$ cat src/rtl/bk_sum_accumulator.sv
// Frame accumulator behind the Brent-Kung adder: sums FRAME_LEN results with saturation
// and holds each frame total on a valid/ready output.
module bk_sum_accumulator #(
  parameter int unsigned SUM_W     = 13,
  parameter int unsigned FRAME_LEN = 8,
  parameter int unsigned ACC_W     = 16
) (
  input  logic             clk,
  input  logic             rst_n,
  input  logic             clr,
  input  logic [SUM_W-1:0] sum_in,
  input  logic             in_valid,
  output logic             in_ready,
  output logic [ACC_W-1:0] acc_out,
  output logic             sat,
  output logic             out_valid,
  input  logic             out_ready
);

  localparam int unsigned CNT_W = $clog2(FRAME_LEN);
  localparam logic [CNT_W-1:0] LastCnt = CNT_W'(FRAME_LEN - 1);

  typedef enum logic [0:0] {StAcc, StHold} state_e;

  state_e           state_q;
  logic [ACC_W-1:0] acc_q;
  logic [CNT_W-1:0] cnt_q;
  logic             sat_acc_q;
  logic [ACC_W-1:0] acc_out_q;
  logic             sat_q;

  logic             accept;
  logic             last;
  logic [ACC_W:0]   sum_ext;
  logic [ACC_W:0]   next_wide;
  logic             ovf;
  logic [ACC_W-1:0] next_sat;

  // A pending result only blocks intake when the consumer is not draining it this cycle.
  assign in_ready  = ~clr & ((state_q == StAcc) | out_ready);
  assign accept    = in_valid & in_ready;
  assign last      = (cnt_q == LastCnt);

  assign sum_ext   = (ACC_W + 1)'(sum_in);
  assign next_wide = {1'b0, acc_q} + sum_ext;
  assign ovf       = next_wide[ACC_W];
  assign next_sat  = ovf ? {ACC_W{1'b1}} : next_wide[ACC_W-1:0];

  assign out_valid = (state_q == StHold);
  assign acc_out   = acc_out_q;
  assign sat       = sat_q;

  always_ff @(posedge clk or negedge rst_n) begin
    if (!rst_n) begin
      state_q   <= StAcc;
      acc_q     <= '0;
      cnt_q     <= '0;
      sat_acc_q <= 1'b0;
      acc_out_q <= '0;
      sat_q     <= 1'b0;
    end else if (clr) begin
      state_q   <= StAcc;
      acc_q     <= '0;
      cnt_q     <= '0;
      sat_acc_q <= 1'b0;
    end else begin
      if ((state_q == StHold) && out_ready) begin
        state_q <= StAcc;
      end
      // Completing a frame overrides the drain above, so a reload keeps the output valid.
      if (accept) begin
        if (last) begin
          acc_out_q <= next_sat;
          sat_q     <= sat_acc_q | ovf;
          state_q   <= StHold;
          acc_q     <= '0;
          cnt_q     <= '0;
          sat_acc_q <= 1'b0;
        end else begin
          acc_q     <= next_sat;
          cnt_q     <= cnt_q + CNT_W'(1);
          sat_acc_q <= sat_acc_q | ovf;
        end
      end
    end
  end

  a_hold_stable: assert property (@(posedge clk) disable iff (!rst_n)
    (out_valid && !out_ready && !clr) |=> (out_valid && $stable(acc_out) && $stable(sat)));

  a_no_accept_on_clr: assert property (@(posedge clk) disable iff (!rst_n)
    clr |-> !in_ready);

endmodule

$ cat config.mk
export PLATFORM = sky130hd
export DESIGN_NAME = bk_sum_accumulator
export DESIGN_NICKNAME = d
export VERILOG_FILES = /design/src/rtl/bk_sum_accumulator.sv
export SDC_FILE = /design/constraint.sdc
export NUM_CORES = 1
export LEC_CHECK = 0
export CORE_MARGIN = 3
export CORE_UTILIZATION = 53
export DETAILED_ROUTE_END_ITERATION = 16
export HOLD_SLACK_MARGIN = 0.12
export PLACE_DENSITY = 0.8
export SLEW_MARGIN = 15
export SYNTH_ARGS = -nofsm -noshare
export SYNTH_HDL_FRONTEND = slang
export SYNTH_SLANG_ARGS = --single-unit
$ cat constraint.sdc
create_clock -name clk -period 2.85 [get_ports clk]
set_input_delay 0.4275 -clock clk [delete_from_list [all_inputs] [get_ports clk]]
set_output_delay 0.4275 -clock clk [all_outputs]
set_load 0.01 [all_outputs]
==> results, run 1 <==
- The switching component of the power is 0.518 mW.
- The mean post-synth cell area is 9.46 um2.
- The share of the clock period used by the worst path is 93.7%.
- The global-route total usage across every layer is 21.0%.
- The total leakage power is 1.28 nW.
- The maximum number of pins on one net before global-route repair is 39.
- The number of setup violations in the final report is 0.
- The path class of the tightest hold or removal check is input port to async pin.
- The minimum hold slack is 230 ps.
- Sequential cells were found to cover 43.5% of the synthesized design area.
- For this run, the slowest stage of the critical path takes ~460 ps.
- The initial utilization of the core area, before any placement, comes to 57.1%.
- Ranked by total cell area, the synthesized netlist is headed by dfrtp_1, ha_1, nand2_1.
- Counting stages on the worst path, the most repeated cell is o21ai_2.
- The width of the chip is 70.2 um.
- The clock tree synthesis step divided the H-tree into 2 levels.
- The maximum achievable frequency is around 370 MHz.
- The worst path buffer plus inverter count is 1.
- The aggregate global routing overflow is 0.
- The number of hold violations in the final report was 0.
- The number of hold buffers added after CTS is 0.
- In this run the deepest clock path goes through 2 buffers.
- The die outline area is 4930 um2.
- In the final layout, flip-flops and latches occupy 951 um2.
- The detailed router finished its first iteration with 83 violations.
- The fraction of final layout cells sized beyond drive strength 1 is 10.1%.
- TritonCTS built the clock tree.
- The total count of max-transition violations in the final report is 0.
- Sequential cells burn 40.7% of the power.
- The internal power of the cells totals 0.987 mW.
- The CTS buffer count is 5.
- The headroom to the max-slew limit is between 40% and 50%.
- In this run the cell area measured after placement is 2640 um2.
- The kind of capture point of the worst setup path is a flop.
- The sort of element at the start of the critical path is an input port.
- The leading area contributor after synthesis is dfrtp_1.
- The net count after synthesis is around 270.
- The flop and latch count out of synthesis is 38.
- The mapped netlist covers approximately 2200 um2.
- The post-layout minimum cycle time is around 2700 ps.
- The total core area is about 3800 um2.
- The worst-case IR drop observed on VDD is 338 uV.
- The power density relative to cell area is 553 nW/um2.
- Grouping stages by cell kind, the critical path spends the most delay in compound AO/OA/AOI/OAI gates.
- The signal arrival time at the worst endpoint is 2840 ps.
- The number of gates resized after cts is 0.
- In this run the biggest area consumer among cell types represents 43.5% of the synthesized area.
- The routed layout has about 1900 vias.
- The flow ran to the end, and the final reports show no timing, DRC or antenna violations.
- During synthesis, Yosys emitted a total of 0 warnings.
- The via count normalized by instance count is about 5.7.
- The critical path is of the input port to flop type.
- The wire length after detailed routing is 4790 um.
- For this design the top-level I/O count stands at 37.
- Summing all multi-input logic gate instances after layout gives 1200 um2.
- The initial antenna violation count was 0.
- The final estimated routing congestion in global placement is about 0.87.
- The total half-perimeter wirelength after legalization and detailed placement is 3610 um.
- The layout has 325 filler cells.
- 0 antenna diodes ended up in the layout.
- For the final routed database, the setup TNS stands at 0 ps.
- For the pin with the worst max-slew slack, the measured transition is 817 ps.
- In this run the vertical extent of the chip is 70.2 um.
- For this run, design rule violations remaining after detail routing come to 0.
- Counting distinct cell types in the post-synthesis netlist gives 44.
- In this run the worst path has a maximum fanout of 6.
- In this run switching power makes up approximately a third of total power.
- The finished layout cell area is 2720 um2.
- The total number of placement rows is 22.
- The critical path goes through clkdlybuf4s50_1 -> ha_1 -> fa_1 -> a211oi_2 -> o21ai_2 -> o21ai_2 -> nand3_1 -> a2111oi_1 -> o31ai_1.
- Once layout is complete, the utilization of the core stands at 71.1%.
- The root buffer selected by CTS is clkbuf_8.
- Relative to the synthesized area, the layout overhead comes to 24.5%.
- The clock slew at the register clock pins of the worst setup and hold paths is 70 ps.
- The first global-routing pass estimated about 8300 um of wire.
- The critical path's slowest cell is a2111oi_1.
- Post-CTS timing repair inserted 0 buffers for setup.
- The count of buffers inserted at the top-level ports is 36.
- For the final database, setup skew stands at 5.64 ps.
- Setup repair after global routing left no endpoint under its margin.
- The number of nets with antenna violations after detailed routing is 0.
- The reported max-cap violation count is 0.
- After the last flow step, the layout net total stands at 310.
- The via count of the first global-routing pass is 1808.
- The first TritonRoute pass finished after 4 iterations.
- After detailed routing, the average wire length per cell comes to 14.8 um.
- The TritonCTS sink count is 38.
- The required time of the critical path is between 3000 and 4000 ps.
- The share of total power dissipated in combinational logic is 36.4%.
- The clock insertion delay at the later pin of the skew report is 290 ps.
- The clock network is responsible for about 23% of the overall power.
- The instance count of the mapped netlist is 231.
## area by class of cell
| cell class | count | share of cell area (%) |
|---|---|---|
| Tap cell | 48 | 2.21 |
| Inverter | 3 | 0.414 |
| Clock inverter | 2 | 0.368 |
| Sequential cell | 38 | 34.9 |
| Timing Repair Buffer | 45 | 15.5 |
| Multi-Input combinational cell | 183 | 44.0 |
| Clock buffer | 5 | 2.53 |
## routing by layer
metal / global-route usage (%) / vias up / wire, um
met5: 0 / - / 0
met4: 6.17 / 0 / 77
met3: 4.46 / 10 / 164
met2: 32.5 / 35 / 2270
met1: 29.6 / 895 / 2280
li1: - / 918 / -
## metrics by stage
step / cells / setup slack (ps) / power, mW
after global placement: 317 / -94.3 / 1.15
after CTS: 324 / 139 / 1.51
after detailed placement: 317 / -136 / 1.16
final: 324 / 179 / 1.51
after global routing: 324 / 27.6 / 1.61
after floorplan: 231 / 466 / 1.01
## cell usage after synthesis
master      n
mux2i_1     2
fa_1        1
nand2b_1    5
a21o_1      4
nor3b_2     1
ha_1       15
o21ai_0    22
nand3_1     5
o31a_1      1
a2111oi_0   1
clkbuf_1    3
o22a_1      2
a211o_1     1
xor2_1      6
o211ai_1    2
o31ai_1     1
nand4_1     1
o2111a_1    1
o22ai_1     2
inv_1       3
nor2b_1     4
a221o_1     1
mux2_2      4
a22o_1      5
o21a_1      2
dfrtp_1    38
nor3_1      3
xnor2_1     3
buf_2       3
nor2_1     19
a31oi_1     3
a211oi_2    1
o21ai_2     2
and2_1      1
a311o_1     2
nand2_1    34
nor2_2      1
nand3b_1    1
or3_1       1
o2bb2ai_1   2
a21oi_2     2
o21ai_1     1
buf_4       1
a21oi_1    18
## power groups by stage
stage	clock network [mW]	registers [mW]	logic, mW
6_report	0.345	0.613	0.547
5_1_grt	0.380	0.619	0.617
4_1_cts	0.353	0.613	0.542
3_5_place_dp	0	0.623	0.535
3_3_place_gp	0	0.621	0.529
2_1_floorplan	0	0.614	0.394
## cell families (layout without fill, tap and decap cells)
group / count (synthesis) / count (layout) / synth area share (%)
AO/OA/AOI/OAI: 76 / 76 / 22.8
AND/OR/NAND/NOR: 76 / 76 / 15.6
flip-flops: 38 / 38 / 43.5
adder cells (fa/ha/maj): 16 / 16 / 9.50
buffers and inverters: 10 / 55 / 2.06
XOR/XNOR: 9 / 9 / 3.61
multiplexers: 6 / 6 / 2.98
## sequential cells by signal, indices dropped and copies added, names as in the netlist
signal and cells:
acc_out 16, acc_q 16, cnt_q 3, out_valid 1, sat 1, sat_acc_q 1
## layout by cell type, fill, tap and decap left out, types with 2 or more instances in the layout
cell,synthesis,routed
a21o_1,4,4
a21oi_1,18,18
a21oi_2,2,2
a22o_1,5,5
a311o_1,2,2
a31oi_1,3,3
buf_4,1,9
clkbuf_8,0,5
clkdlybuf4s50_1,0,35
clkinv_2,0,2
dfrtp_1,38,38
ha_1,15,15
inv_1,3,3
mux2_2,4,4
mux2i_1,2,2
nand2_1,34,34
nand2b_1,5,5
nand3_1,5,5
nor2_1,19,19
nor2b_1,4,4
nor3_1,3,3
o211ai_1,2,2
o21a_1,2,2
o21ai_0,22,22
o21ai_2,2,2
o22a_1,2,2
o22ai_1,2,2
o2bb2ai_1,2,2
xnor2_1,3,3
xor2_1,6,6
## final timing paths
path / start / to / slack (ps) / cells after the start
worst max-delay path: sum_in[0] / acc_out[15]$_DFFE_PN0P_ / 180 / 9
worst min-delay path: rst_n / acc_out[5]$_DFFE_PN0P_ / 230 / 1
worst max register to register: acc_q[0]$_DFFE_PN0P_ / acc_out[15]$_DFFE_PN0P_ / 330 / 8
worst min register to register: acc_out[6]$_DFFE_PN0P_ / acc_out[6]$_DFFE_PN0P_ / 480 / 2
max in group asynchronous: rst_n / acc_out[10]$_DFFE_PN0P_ / 2110 / 1
min in group clk: acc_out[6]$_DFFE_PN0P_ / acc_out[6]$_DFFE_PN0P_ / 480 / 2
No activity file was read; power rests on OpenSTA's default activity.
==> run 2, diff against run 1 <==
Settings changed: CAP_MARGIN set to 10, GPL_TIMING_DRIVEN set to 0.
==> run 2 against run 1 <==
Against the previous run: wire length increased by 2.9%; cell count increased by 0.31%; worst setup slack got worse by 35 ps; clock power increased by 12%; die area unchanged; critical path type unchanged; critical endpoint is now acc_out[10]$_DFFE_PN0P_; largest cell class unchanged.
==> results, run 2 (synthesis gave the netlist of run 1 again) <==
- The headroom to the max-slew limit is 59.1%.
- The run finished with clean final reports.
- In this run the worst hold path is classified as flop to flop.
- Internal power comes to 1.00 mW.
- The depth of the worst register-to-register path is 8.
- The number of nets with antenna violations after detailed routing is 0.
- At the end of routability-driven placement, the weighted congestion stood at 0.875.
- The terminus of the critical flop-to-flop path is acc_out[10]$_DFFE_PN0P_.
- The via count of the first global-routing pass is 1865.
- The aggregate global routing overflow is 0.
- The sort of element at the start of the critical path is an input port.
- The global-route total usage across every layer is 21.1%.
- Based on the critical path, the design can be clocked at up to 370 MHz.
- The filler cell count is 312.
- The total core area is 3830 um2.
- The root buffer selected by CTS is clkbuf_8.
- The origin of the worst setup path is sum_in[0].
- The chip height is 70.2 um.
- The worst hold path passes through 2 cells.
- The via count normalized by instance count is 5.84.
- The mean routed wirelength per cell is roughly 15 um.
- For this run, the detailed router's first-pass iteration total came to 5.
- The CTS buffer count is 5.
- The combinational cell fraction of total power is 34.7%.
- The die is 70.2 um wide.
- The worst path uses a little over nine tenths of the clock period.
- The net count of the finished layout is between 300 and 400.
- The number of hold violations in the final report is 0.
- Buffers placed on the I/O ports in this run total 36.
- After detailed placement, the design holds a cell count of between 300 and 400.
- The die covers 4930 um2.
- The count of antenna diodes in the layout is 0.
- The layout overhead on the synthesized area is 25.8%.
- The initial antenna violation count came to 0.
- The most frequent standard cell in the layout excluding fill and tap cells is dfrtp_1.
- No sink is reached through more buffers than the 2 on the longest clock path.
- The power density relative to cell area is 556 nW/um2.
- The final non-filler cell total is 325.
- The post-route total power is about 1.5 mW.
- The routed length on met2 is 2350 um.
- Setup violations remaining at the end of the flow were counted as 0.
- The signal arrival time at the worst endpoint is 2880 ps.
- The total number of placement rows is 22.
- Max-cap violations in this run came to 0.
- OpenSTA, run right after detailed placement, puts the worst setup slack at -252 ps.
- The top-level port count is 37.
- The number of vias after detailed routing is about 1900.
- The post-layout minimum cycle time is 2710 ps.
- The TritonCTS clock tree is built.
- After detailed routing, the wire length on met1 is 2290 um.
- Summed over all layers, the routed wires come to a little under 5000 um.
- The required time of the critical path is slightly above 3000 ps.
- The largest clock skew in the final design is 6.56 ps.
- Summed over all nets, the switching power comes to 0.526 mW.
- The global-route wire length before repair is 8420 um.
- The total count of max-transition violations in the final report is 0.
- The analysis attributes to cell leakage a power of ~1.3 nW.
- Once routing completed, OpenROAD measured the worst setup slack at 145 ps.
- The first routing iteration left 117 violations.
- Setup repair after global routing left no endpoint under its margin.
- The effective utilization at floorplan is 57.1%.
- In this run, flip-flops and latches consume 40.0% of the power.
- The wire length on met3 is 231 um.
- The clock slew at the register clock pins of the worst setup and hold paths is 80 ps.
- The destination of the worst hold path is acc_out[6]$_DFFE_PN0P_.
- The worst hold path begins at acc_out[6]$_DFFE_PN0P_.
- After detailed routing, the number of remaining DRC violations is 0.
- Across all register-to-register paths, the minimum setup slack is 320 ps.
- The TritonCTS sink count is 38.
- The startpoint of the worst-slack reg-to-reg timing path is acc_q[0]$_DFFE_PN0P_.
- The maximum vdd drop is 461 uV.
- The setup path with the least slack is of type input port to flop.
- Entering global routing, the biggest net connects 25 pins.
- The transition at the pin with the smallest max-transition slack is 611 ps.
- The fraction of power consumed by the clock network is 25.2%.
- In the layout the commonest cells are dfrtp_1, clkdlybuf4s50_1, nand2_1.
- Cells with a size suffix above 1 make up under 10% of the layout.
- The sum of negative setup slack is 0 ps.
- The switching part of the total power is 34.4%.
- Along the worst path, the maximum fanout reaches 6.
- The HPWL after detailed placement is 3690 um.
- The clock insertion delay at the later pin of the skew report is slightly below 300 ps.
- The buffers inserted during post-CTS setup optimization is 0.
- The topmost layer with routed signal wires is met4.
- The number of levels in the clock H-tree is 2.
- STA classifies the critical path endpoint as a flop.
==> run 2: timing repair <==
action	CTS	global route
hold buffers	1	0
hold endpoints to repair	14	0
resized for setup	0	4
endpoints found under the setup margin	0	21
==> run 2: worst max path at each step <==
stage                     slack [ps]                      end  depth (start not counted)
after detailed placement        -250     acc_q[5]$_DFFE_PN0P_                         11
after CTS                         30     acc_q[8]$_DFFE_PN0P_                         11
after global routing              40     acc_q[8]$_DFFE_PN0P_                         11
after global placement          -220     acc_q[1]$_DFFE_PN0P_                         11
final                            140  acc_out[10]$_DFFE_PN0P_                          9
after floorplan                  470   acc_out[6]$_DFFE_PN0P_                         10
==> run 2: cell type report <==
class                           count  area [um2]  share of cell area (%)
Buffer                              7        33.8                    1.23
Clock buffer                        6        82.6                    3.00
Clock inverter                      2        12.5                   0.455
Inverter                            3        11.3                   0.409
Multi-Input combinational cell    183        1210                    43.9
Sequential cell                    38         951                    34.6
Tap cell                           48        60.1                    2.18
Timing Repair Buffer               38         393                    14.3
==> run 2: routing by layer <==
layer,GRT usage [%],up-vias
li1,-,921
met1,28.8,917
met2,33.5,52
met3,5.47,9
met4,4.68,0
met5,0,-
==> run 2: power by group through the flow <==
stage          Combinational (mW)  Clock, mW  Sequential (mW)
6_report                    0.531      0.386            0.612
5_1_grt                     0.600      0.417            0.617
4_1_cts                     0.521      0.396            0.612
3_5_place_dp                0.516          0            0.621
3_3_place_gp                0.501          0            0.621
2_1_floorplan               0.394          0            0.614
==> run 2: stage by stage <==
stage	utilization, %	cell area (um2)	hold slack [ps]
3_3_place_gp	68.1	2610	462
4_1_cts	71.5	2730	492
6_report	71.9	2750	484
2_1_floorplan	-	2190	132
3_5_place_dp	68.7	2630	375
5_1_grt	71.9	2750	509
==> run 2: critical path, cell delays in order <==
cell,delay [ps]
clkdlybuf4s50_1,400
ha_1,230
fa_2,390
a211oi_2,270
o21ai_2,150
o21ai_4,220
a311o_1,330
o21ai_0,170
mux2_2,300
